$ cat src/rtl/burst_packetizer.sv
// burst_packetizer: turns AXI write bursts and read requests into fixed-size packets
// queued in a small FIFO, tagged with a destination core taken from the address.
module burst_packetizer #(
    parameter int   ID_WIDTH          = 2,
    parameter int   DATA_WIDTH        = 32,
    parameter int   ADDR_WIDTH        = 32,
    parameter int   MAX_BURST_LEN     = 4,
    parameter int   NB_QUEUES         = 4,
    parameter int   UPPER_BOUND       = 15,
    parameter int   LOWER_BOUND       = 14,
    parameter logic PACKETIZER_NUMBER = 1'b0,
    parameter int   FIFO_DEPTH        = 4
) (
    input  logic                          S_AXI_ACLK,
    input  logic                          S_AXI_ARESET,
    input  logic [ID_WIDTH-1:0]           S_AXI_AWID,
    input  logic [ADDR_WIDTH-1:0]         S_AXI_AWADDR,
    input  logic [7:0]                    S_AXI_AWLEN,
    input  logic                          S_AXI_AWVALID,
    output logic                          S_AXI_AWREADY,
    input  logic [DATA_WIDTH-1:0]         S_AXI_WDATA,
    input  logic [DATA_WIDTH/8-1:0]       S_AXI_WSTRB,
    input  logic                          S_AXI_WLAST,
    input  logic                          S_AXI_WVALID,
    output logic                          S_AXI_WREADY,
    output logic [ID_WIDTH-1:0]           S_AXI_BID,
    output logic [1:0]                    S_AXI_BRESP,
    output logic                          S_AXI_BVALID,
    input  logic                          S_AXI_BREADY,
    input  logic [ID_WIDTH-1:0]           S_AXI_ARID,
    input  logic [ADDR_WIDTH-1:0]         S_AXI_ARADDR,
    input  logic [7:0]                    S_AXI_ARLEN,
    input  logic                          S_AXI_ARVALID,
    output logic                          S_AXI_ARREADY,
    output logic [1+ADDR_WIDTH+ID_WIDTH+8+MAX_BURST_LEN*(DATA_WIDTH/8+DATA_WIDTH)-1:0] packetOut,
    output logic                          packetValid,
    input  logic                          packetReady,
    output logic [$clog2(NB_QUEUES)-1:0]  coreId,
    output logic [$clog2(FIFO_DEPTH+1)-1:0] fifoCount
);
    localparam int SW     = DATA_WIDTH / 8;
    localparam int BODY_W = MAX_BURST_LEN * (SW + DATA_WIDTH);
    localparam int PKT_W  = 1 + ADDR_WIDTH + ID_WIDTH + 8 + BODY_W;
    localparam int CORE_W = $clog2(NB_QUEUES);
    localparam int CNT_W  = $clog2(FIFO_DEPTH + 1);
    localparam int PTR_W  = $clog2(FIFO_DEPTH);
    localparam int BEAT_W = $clog2(MAX_BURST_LEN + 1);

    typedef enum logic [1:0] {IDLE, W_COLLECT, B_RESP} state_t;

    state_t                  state_q;
    logic [ADDR_WIDTH-1:0]   addr_q;
    logic [ID_WIDTH-1:0]     id_q;
    logic [7:0]              len_q;
    logic [CORE_W-1:0]       core_q;
    logic [BEAT_W-1:0]       beat_q;
    logic [SW-1:0]           strb_q [MAX_BURST_LEN];
    logic [SW-1:0]           strb_d [MAX_BURST_LEN];
    logic [DATA_WIDTH-1:0]   data_q [MAX_BURST_LEN];
    logic [DATA_WIDTH-1:0]   data_d [MAX_BURST_LEN];
    logic [MAX_BURST_LEN*SW-1:0]         strb_flat;
    logic [MAX_BURST_LEN*DATA_WIDTH-1:0] data_flat;
    logic [PKT_W-1:0]        mem [FIFO_DEPTH];
    logic [CORE_W-1:0]       core_mem [FIFO_DEPTH];
    logic [PTR_W-1:0]        wr_q, rd_q;
    logic [CNT_W-1:0]        count_q;
    logic                    bvalid_q;
    logic [1:0]              bresp_q;
    logic [ID_WIDTH-1:0]     bid_q;
    logic                    space, aw_hs, ar_hs, w_hs, wlast_hs, b_hs, push, pop, err;
    logic [PKT_W-1:0]        wr_pkt, rd_pkt, pkt_d;
    logic [CORE_W-1:0]       core_d;

    function automatic logic [ID_WIDTH-1:0] tag_id(input logic [ID_WIDTH-1:0] id);
        tag_id = id;
        tag_id[ID_WIDTH-1] = PACKETIZER_NUMBER;
    endfunction

    // Space is reserved when AW is taken: no read enters while a write is open.
    assign space         = count_q < CNT_W'(FIFO_DEPTH);
    assign S_AXI_AWREADY = !S_AXI_ARESET && state_q == IDLE && space;
    assign S_AXI_ARREADY = !S_AXI_ARESET && state_q == IDLE && space && !S_AXI_AWVALID;
    assign S_AXI_WREADY  = state_q == W_COLLECT;
    assign S_AXI_BVALID  = bvalid_q;
    assign S_AXI_BRESP   = bresp_q;
    assign S_AXI_BID     = bid_q;

    assign aw_hs    = S_AXI_AWVALID && S_AXI_AWREADY;
    assign ar_hs    = S_AXI_ARVALID && S_AXI_ARREADY;
    assign w_hs     = S_AXI_WVALID && S_AXI_WREADY;
    assign wlast_hs = w_hs && S_AXI_WLAST;
    assign b_hs     = bvalid_q && S_AXI_BREADY;
    assign push     = ar_hs || wlast_hs;
    assign pop      = packetValid && packetReady;
    // beat_q holds the beats seen before this one, saturated at MAX_BURST_LEN
    assign err      = 32'(len_q) >= MAX_BURST_LEN || 32'(beat_q) != 32'(len_q);

    always_comb begin
        strb_d    = strb_q;
        data_d    = data_q;
        strb_flat = '0;
        data_flat = '0;
        for (int i = 0; i < MAX_BURST_LEN; i++) begin
            if (aw_hs) begin
                strb_d[i] = '0;
                data_d[i] = '0;
            end else if (w_hs && beat_q == BEAT_W'(i)) begin
                strb_d[i] = S_AXI_WSTRB;
                data_d[i] = S_AXI_WDATA;
            end
            strb_flat[(MAX_BURST_LEN-1-i)*SW +: SW]                 = strb_d[i];
            data_flat[(MAX_BURST_LEN-1-i)*DATA_WIDTH +: DATA_WIDTH] = data_d[i];
        end
    end

    assign wr_pkt = {1'b1, addr_q, tag_id(id_q), len_q, strb_flat, data_flat};
    assign rd_pkt = {1'b0, S_AXI_ARADDR, tag_id(S_AXI_ARID), S_AXI_ARLEN, {BODY_W{1'b0}}};
    assign pkt_d  = wlast_hs ? wr_pkt : rd_pkt;
    assign core_d = wlast_hs ? core_q : S_AXI_ARADDR[UPPER_BOUND:LOWER_BOUND];

    assign packetValid = count_q != '0;
    assign packetOut   = packetValid ? mem[rd_q] : '0;
    assign coreId      = packetValid ? core_mem[rd_q] : '0;
    assign fifoCount   = count_q;

    always_ff @(posedge S_AXI_ACLK) begin
        if (push) begin
            mem[wr_q]      <= pkt_d;
            core_mem[wr_q] <= core_d;
        end
    end

    always_ff @(posedge S_AXI_ACLK or posedge S_AXI_ARESET) begin
        if (S_AXI_ARESET) begin
            state_q  <= IDLE;
            addr_q   <= '0;
            id_q     <= '0;
            len_q    <= '0;
            core_q   <= '0;
            beat_q   <= '0;
            wr_q     <= '0;
            rd_q     <= '0;
            count_q  <= '0;
            bvalid_q <= 1'b0;
            bresp_q  <= '0;
            bid_q    <= '0;
            for (int i = 0; i < MAX_BURST_LEN; i++) begin
                strb_q[i] <= '0;
                data_q[i] <= '0;
            end
        end else begin
            strb_q  <= strb_d;
            data_q  <= data_d;
            wr_q    <= push ? wr_q + PTR_W'(1) : wr_q;
            rd_q    <= pop ? rd_q + PTR_W'(1) : rd_q;
            count_q <= count_q + CNT_W'(push) - CNT_W'(pop);
            case (state_q)
                IDLE: begin
                    if (aw_hs) begin
                        addr_q  <= S_AXI_AWADDR;
                        id_q    <= S_AXI_AWID;
                        len_q   <= S_AXI_AWLEN;
                        core_q  <= S_AXI_AWADDR[UPPER_BOUND:LOWER_BOUND];
                        beat_q  <= '0;
                        state_q <= W_COLLECT;
                    end
                end
                W_COLLECT: begin
                    if (w_hs && beat_q != BEAT_W'(MAX_BURST_LEN))
                        beat_q <= beat_q + BEAT_W'(1);
                    if (wlast_hs) begin
                        bresp_q  <= err ? 2'b10 : 2'b00;
                        bid_q    <= id_q;
                        bvalid_q <= 1'b1;
                        state_q  <= B_RESP;
                    end
                end
                B_RESP: begin
                    if (b_hs) begin
                        bvalid_q <= 1'b0;
                        state_q  <= IDLE;
                    end
                end
                default: state_q <= IDLE;
            endcase
        end
    end
endmodule

$ cat config.mk
export PLATFORM = sky130hd
export DESIGN_NAME = burst_packetizer
export DESIGN_NICKNAME = d
export VERILOG_FILES = /design/src/rtl/burst_packetizer.sv
export SDC_FILE = /design/constraint.sdc
export NUM_CORES = 1
export LEC_CHECK = 0
export CAP_MARGIN = 20
export CORE_MARGIN = 3
export CORE_UTILIZATION = 35
export DETAILED_ROUTE_END_ITERATION = 10
export GPL_TIMING_DRIVEN = 0
export REMOVE_ABC_BUFFERS = 1
export SLEW_MARGIN = 20
export SYNTH_ARGS = -nofsm -noshare
export SYNTH_HDL_FRONTEND = slang
export SYNTH_SLANG_ARGS = --single-unit
$ cat constraint.sdc
create_clock -name S_AXI_ACLK -period 27.7 [get_ports S_AXI_ACLK]
set_clock_uncertainty 0.2 [all_clocks]
set_input_delay 4.155 -clock S_AXI_ACLK [delete_from_list [all_inputs] [get_ports S_AXI_ACLK]]
set_output_delay 4.155 -clock S_AXI_ACLK [all_outputs]
set_load 0.03 [all_outputs]
# Yosys cells after proc, flatten, opt, wreduce, memory -nomap -nowiden
# Memory sizes are Yosys's and may differ from the RTL's.
# Index checks and enable logic that the tools add are counted.
# word_totals
regBits	205
wordCells	101
mem_bits_rw	756
out_inout_bits	201
mem_count	2
# classes
n_addsub	5
n_eq_ne	11
magnitude_cmp	2
n_mux	33
reduce_logical	28
# mem_list
memory	words	word_bits	read_ports	rd_clocked_by_memory_dff	write_ports	line_no	text
mem	4	187	1	0	1	63	logic [PKT_W-1:0] mem [FIFO_DEPTH];
core_mem	4	2	1	0	1	64	logic [CORE_W-1:0] core_mem [FIFO_DEPTH];
# ops
cell	count
187-bit 2-to-1 mux	2
32-bit 2-to-1 mux	8
4-bit 2-to-1 mux	8
1-bit logical AND	14
2-bit 2-to-1 mux	6
3-bit AND reduction	3
8-bit by 3-bit greater-or-equal comparator with 1-bit output (second input constant)	1
3-bit by 8-bit inequality test with 1-bit output	1
3-bit by 2-bit == test with 1-bit output (second input constant)	2
3-bit 2-to-1 mux	2
2-bit case mux with 3 select lines	1
3-bit case mux with 2 select lines	1
2-bit by 1-bit adder with 2-bit output (second input constant)	2
1-bit 2-to-1 mux	4
2-bit by 1-bit inequality test with 1-bit output (second input constant)	2
2-bit inequality test (second input constant)	2
2-bit AND reduction	2
2-bit nonzero test	2
3-bit by 1-bit adder with 3-bit output	1
3-bit by 1-bit adder with 3-bit output (second input constant)	1
3-bit by 1-bit == test with 1-bit output (second input constant)	1
3-bit zero test	1
3-bit less-than comparator (second input constant)	1
3-bit inequality test (second input constant)	1
other kinds (8)	10

# Logic depth before layout (Yosys ltp)
# depth
ltp_word	8
ltp_mapped	8

# Least setup slack after synthesis
# No wires, ideal clock.
# synth_timing
path_type	input to register
from	in S_AXI_ARESET
to	mem core_mem[0][0] (netlist name), enable pin
path_stages	3
path_slack_ns	13.631
arrival_time_ns	13.111
setup_ns	0.758
path_cell_list	nor4_4 a31oi_2 nor2b_1
# synth_between
elab_chain_cells	8
# synth_rtl
element	line_no	text
from (decl)	15	input logic S_AXI_ARESET,
1-bit zero test (no source line)	n/a	
1-bit logical AND (3 in series)	82	assign S_AXI_ARREADY = !S_AXI_ARESET && state_q == IDLE && space && !S_AXI_AWVALID;
1-bit logical AND	89	assign ar_hs = S_AXI_ARVALID && S_AXI_ARREADY;
1-bit logical OR	93	assign push = ar_hs || wlast_hs;
1-bit 2-to-1 mux	127	if (push) begin
1-bit 2-to-1 mux (implied by the code)	129	core_mem[wr_q] <= core_d;
to (decl)	64	
# Every way passes these cells.

# Worst setup path in the final report
# layout_timing
from	in S_AXI_ARESET
to	out S_AXI_ARREADY
# layout_between
elab_chain_cells	4
# layout_rtl
element	line_no	text
1-bit zero test (no source line)	n/a	
1-bit logical AND (3 in series)	82	
to (decl)	34	output logic S_AXI_ARREADY,
# Every way passes these cells.

==> results.cfg <==
[job]
cap_violations = 0

[timing]
setup_viol = 0
rsz0062_at_grt = no
tightestPinTransition_ns = 0.9769
finalCriticalPeriod_ns = 10.30
clock.fmax_mhz = 97.07
hold_viol_final = 0
period_share = 0.3719
hold_ws_ns = 0.2745
slew_viol_final = 0
slew_headroom = 0.3487

[floorplanning]
start_util = 0.3561
pin_count = 329
die_h_microns = 334.6
die-area_sq_um = 112000
die_w_microns = 334.6
rows = 119
design.core.area_sq_um = 106200

[final_layout]
final_cell_count_no_fill = 4099
final_common_cell = edfxtp_1
fin_nets = 2763
seqCellArea_sq_um = 27400
fill_cells = 9145
multi_input_area_sq_um = 9689
final_cell_mix = edfxtp_1, clkdlybuf4s50_1, a21oi_1
design_area_sq_um = 47630
syn_to_final_growth_pct = 25.99
drive_above_1_share = 0.1703

[worst_setup_path]
critical_path.max_fanout = 5
critical_path_required_ns = 23.34
cp-end-kind = output pin
start_kind = input port
cp.arrival_ns = 5.95
worst-setup-path-type = in2out

[logic_synthesis]
syn_avg_cell_area_sq_um = 16.72
synth_top_area_frac = 0.5910
synth_cells = 2261
yosysWarnings = 0
ys_async_sr_fraction = 0.2135
synth_edf_count = 744
synth_seq_cells = 946
seq_area_frac_synth = 0.7247
synth_area_leaders = edfxtp_1, dfrtp_1, mux4_2, and2_1, a21oi_1
synth_cell_types = 40
synth_ff_type = edfxtp_1
netlist_area_sq_um = 37800
yosysTopAreaCell = edfxtp_1

[placed_design]
gp_congestion = 0.7346
dp.cells = 3914
place_area_sq_um = 44300
port_buffers = 325
dp_hpwl_microns = 60920

[cts]
clock_path_buffers = 3
post_cts_resized = 0
cts_max_level = 3
cts_tree = yes
insertion_delay_ns = 0.68
cts_buffers = 98
clkTransAtPathRegs_ns = 0.06
cts_setup_buffers = 0
ctsHoldBuffers = 0
root_buffer = clkbuf_16
cts.sinks = 946

[detailed_routing]
vias = 21455
via_per_inst = 5.234
drtAntennaViolNets = 0
drt_iter0_drc = 1899
wirelength_microns = 96990
firstDrtPassIters = 7
drc = 0
wl_per_cell_microns = 23.66

[status]
status = finished clean

[power]
p_per_area_nw_per_um2 = 110.5
irDropWorstVdd_uv = 61.70
p_total_mw = 5.261
p_leak_nw = 16.75

[global_route]
grt_usage = 0.1741
grt_pass1_wl_microns = 147500
grt_overflow = 0
antenna_found_initial = 4
grt_pass1_vias = 23696
grt_max_degree = 72

[worst_hold_path]
hold_class = reg2reg
[stage by stage]
| stage | util | TNS, ns | setup WS (ns) |
|---|---|---|---|
| global placement | 0.3960 | -7273.54 | -9.853 |
| detailed placement | 0.4173 | 0 | 17.40 |
| global route | 0.4486 | 0 | 17.30 |
| finish | 0.4486 | 0 | 17.40 |
| floorplan | - | 0 | 8.073 |
| CTS | 0.4486 | 0 | 17.38 |
[cell usage after synthesis (2+ instances only)]
library cell / number
edfxtp_1: 744
a21oi_1: 217
dfrtp_1: 202
and2_1: 189
mux4_2: 186
nand2_1: 133
nand3_1: 109
o21ai_0: 105
nor2_1: 73
clkbuf_1: 72
buf_2: 42
mux2_1: 40
mux2i_1: 36
buf_4: 27
buf_1: 20
inv_1: 13
ha_1: 11
nor2b_1: 5
mux2_2: 4
o21ai_1: 4
xor2_1: 4
nand3b_1: 3
xnor2_1: 3
nand4b_1: 2
nor3_1: 2
[routing by layer]
metal | GRT usage | part of all wire | vias up
met5 | 0 | 0.00013 | -
met4 | 0.04931 | 0.022 | 2
met3 | 0.04311 | 0.071 | 125
met2 | 0.2862 | 0.48 | 721
met1 | 0.2308 | 0.42 | 11233
li1 | - | - | 9374
[worst max-delay path: stages]
cell and delay, ns:
clkdlybuf4s50_1 0.54, nor4_4 0.39, and2_1 0.19, clkdlybuf4s50_1 0.67
[cells by family (layout without fill, tap and decap cells)]
| family | count (synthesis) | in the layout | synth area share |
|---|---|---|---|
| AND/OR/NAND/NOR | 521 | 521 | 0.06987 |
| adder cells (fa/ha/maj) | 12 | 12 | 0.004170 |
| AO/OA/AOI/OAI | 332 | 332 | 0.04448 |
| buffers and inverters | 176 | 621 | 0.02158 |
| flip-flops | 946 | 946 | 0.7247 |
| XOR/XNOR | 7 | 7 | 0.001622 |
| other | 1 | 3 | 0.00009920 |
| multiplexers | 266 | 266 | 0.1335 |
[path summary, 6_finish.rpt]
check | from | end | slack, ns | cells past startpoint
max | S_AXI_ARESET | S_AXI_ARREADY | 17.40 | 4
min | id_q[1] | S_AXI_BID[1] | 0.27 | 2
max reg2reg | state_q[0] | mem[3][3] | 22.88 | 11
min reg2reg | id_q[1] | S_AXI_BID[1] | 0.27 | 2
max in group asynchronous | S_AXI_ARESET | data_q[120] | 22.53 | 3
min in group asynchronous | S_AXI_ARESET | S_AXI_BVALID | 3.85 | 2
[flip-flops by register name, summed over array words and instances (netlist names), 3 cells and up]
| signal | count |
|---|---|
| core_mem | 4 |
| addr_q | 32 |
| fifoCount | 3 |
| len_q | 8 |
| beat_q | 3 |
| data_q | 128 |
| mem | 740 |
| strb_q | 16 |
[layout make-up]
type | instances | share of cell area
flip-flops and latches | 946 | 0.5754
clock buffers | 135 | 0.05698
repair buffers | 423 | 0.1133
diodes | 1 | 0.00005254
well taps | 1391 | 0.03654
inverters | 14 | 0.001419
clock inverters | 49 | 0.01290
multi-input cells | 1140 | 0.2034
[report_power, final]
part | switching [mW] | total (mW) | leakage (nW) | internal, mW
Combinational | 1.19 | 2.08 | 5.58 | 0.888
Clock | 0.548 | 1.35 | 1.63 | 0.801
Sequential | 0.0807 | 1.83 | 9.54 | 1.75
Total | 1.82 | 5.26 | 16.7 | 3.44
No activity file was read; power rests on OpenSTA's default activity.
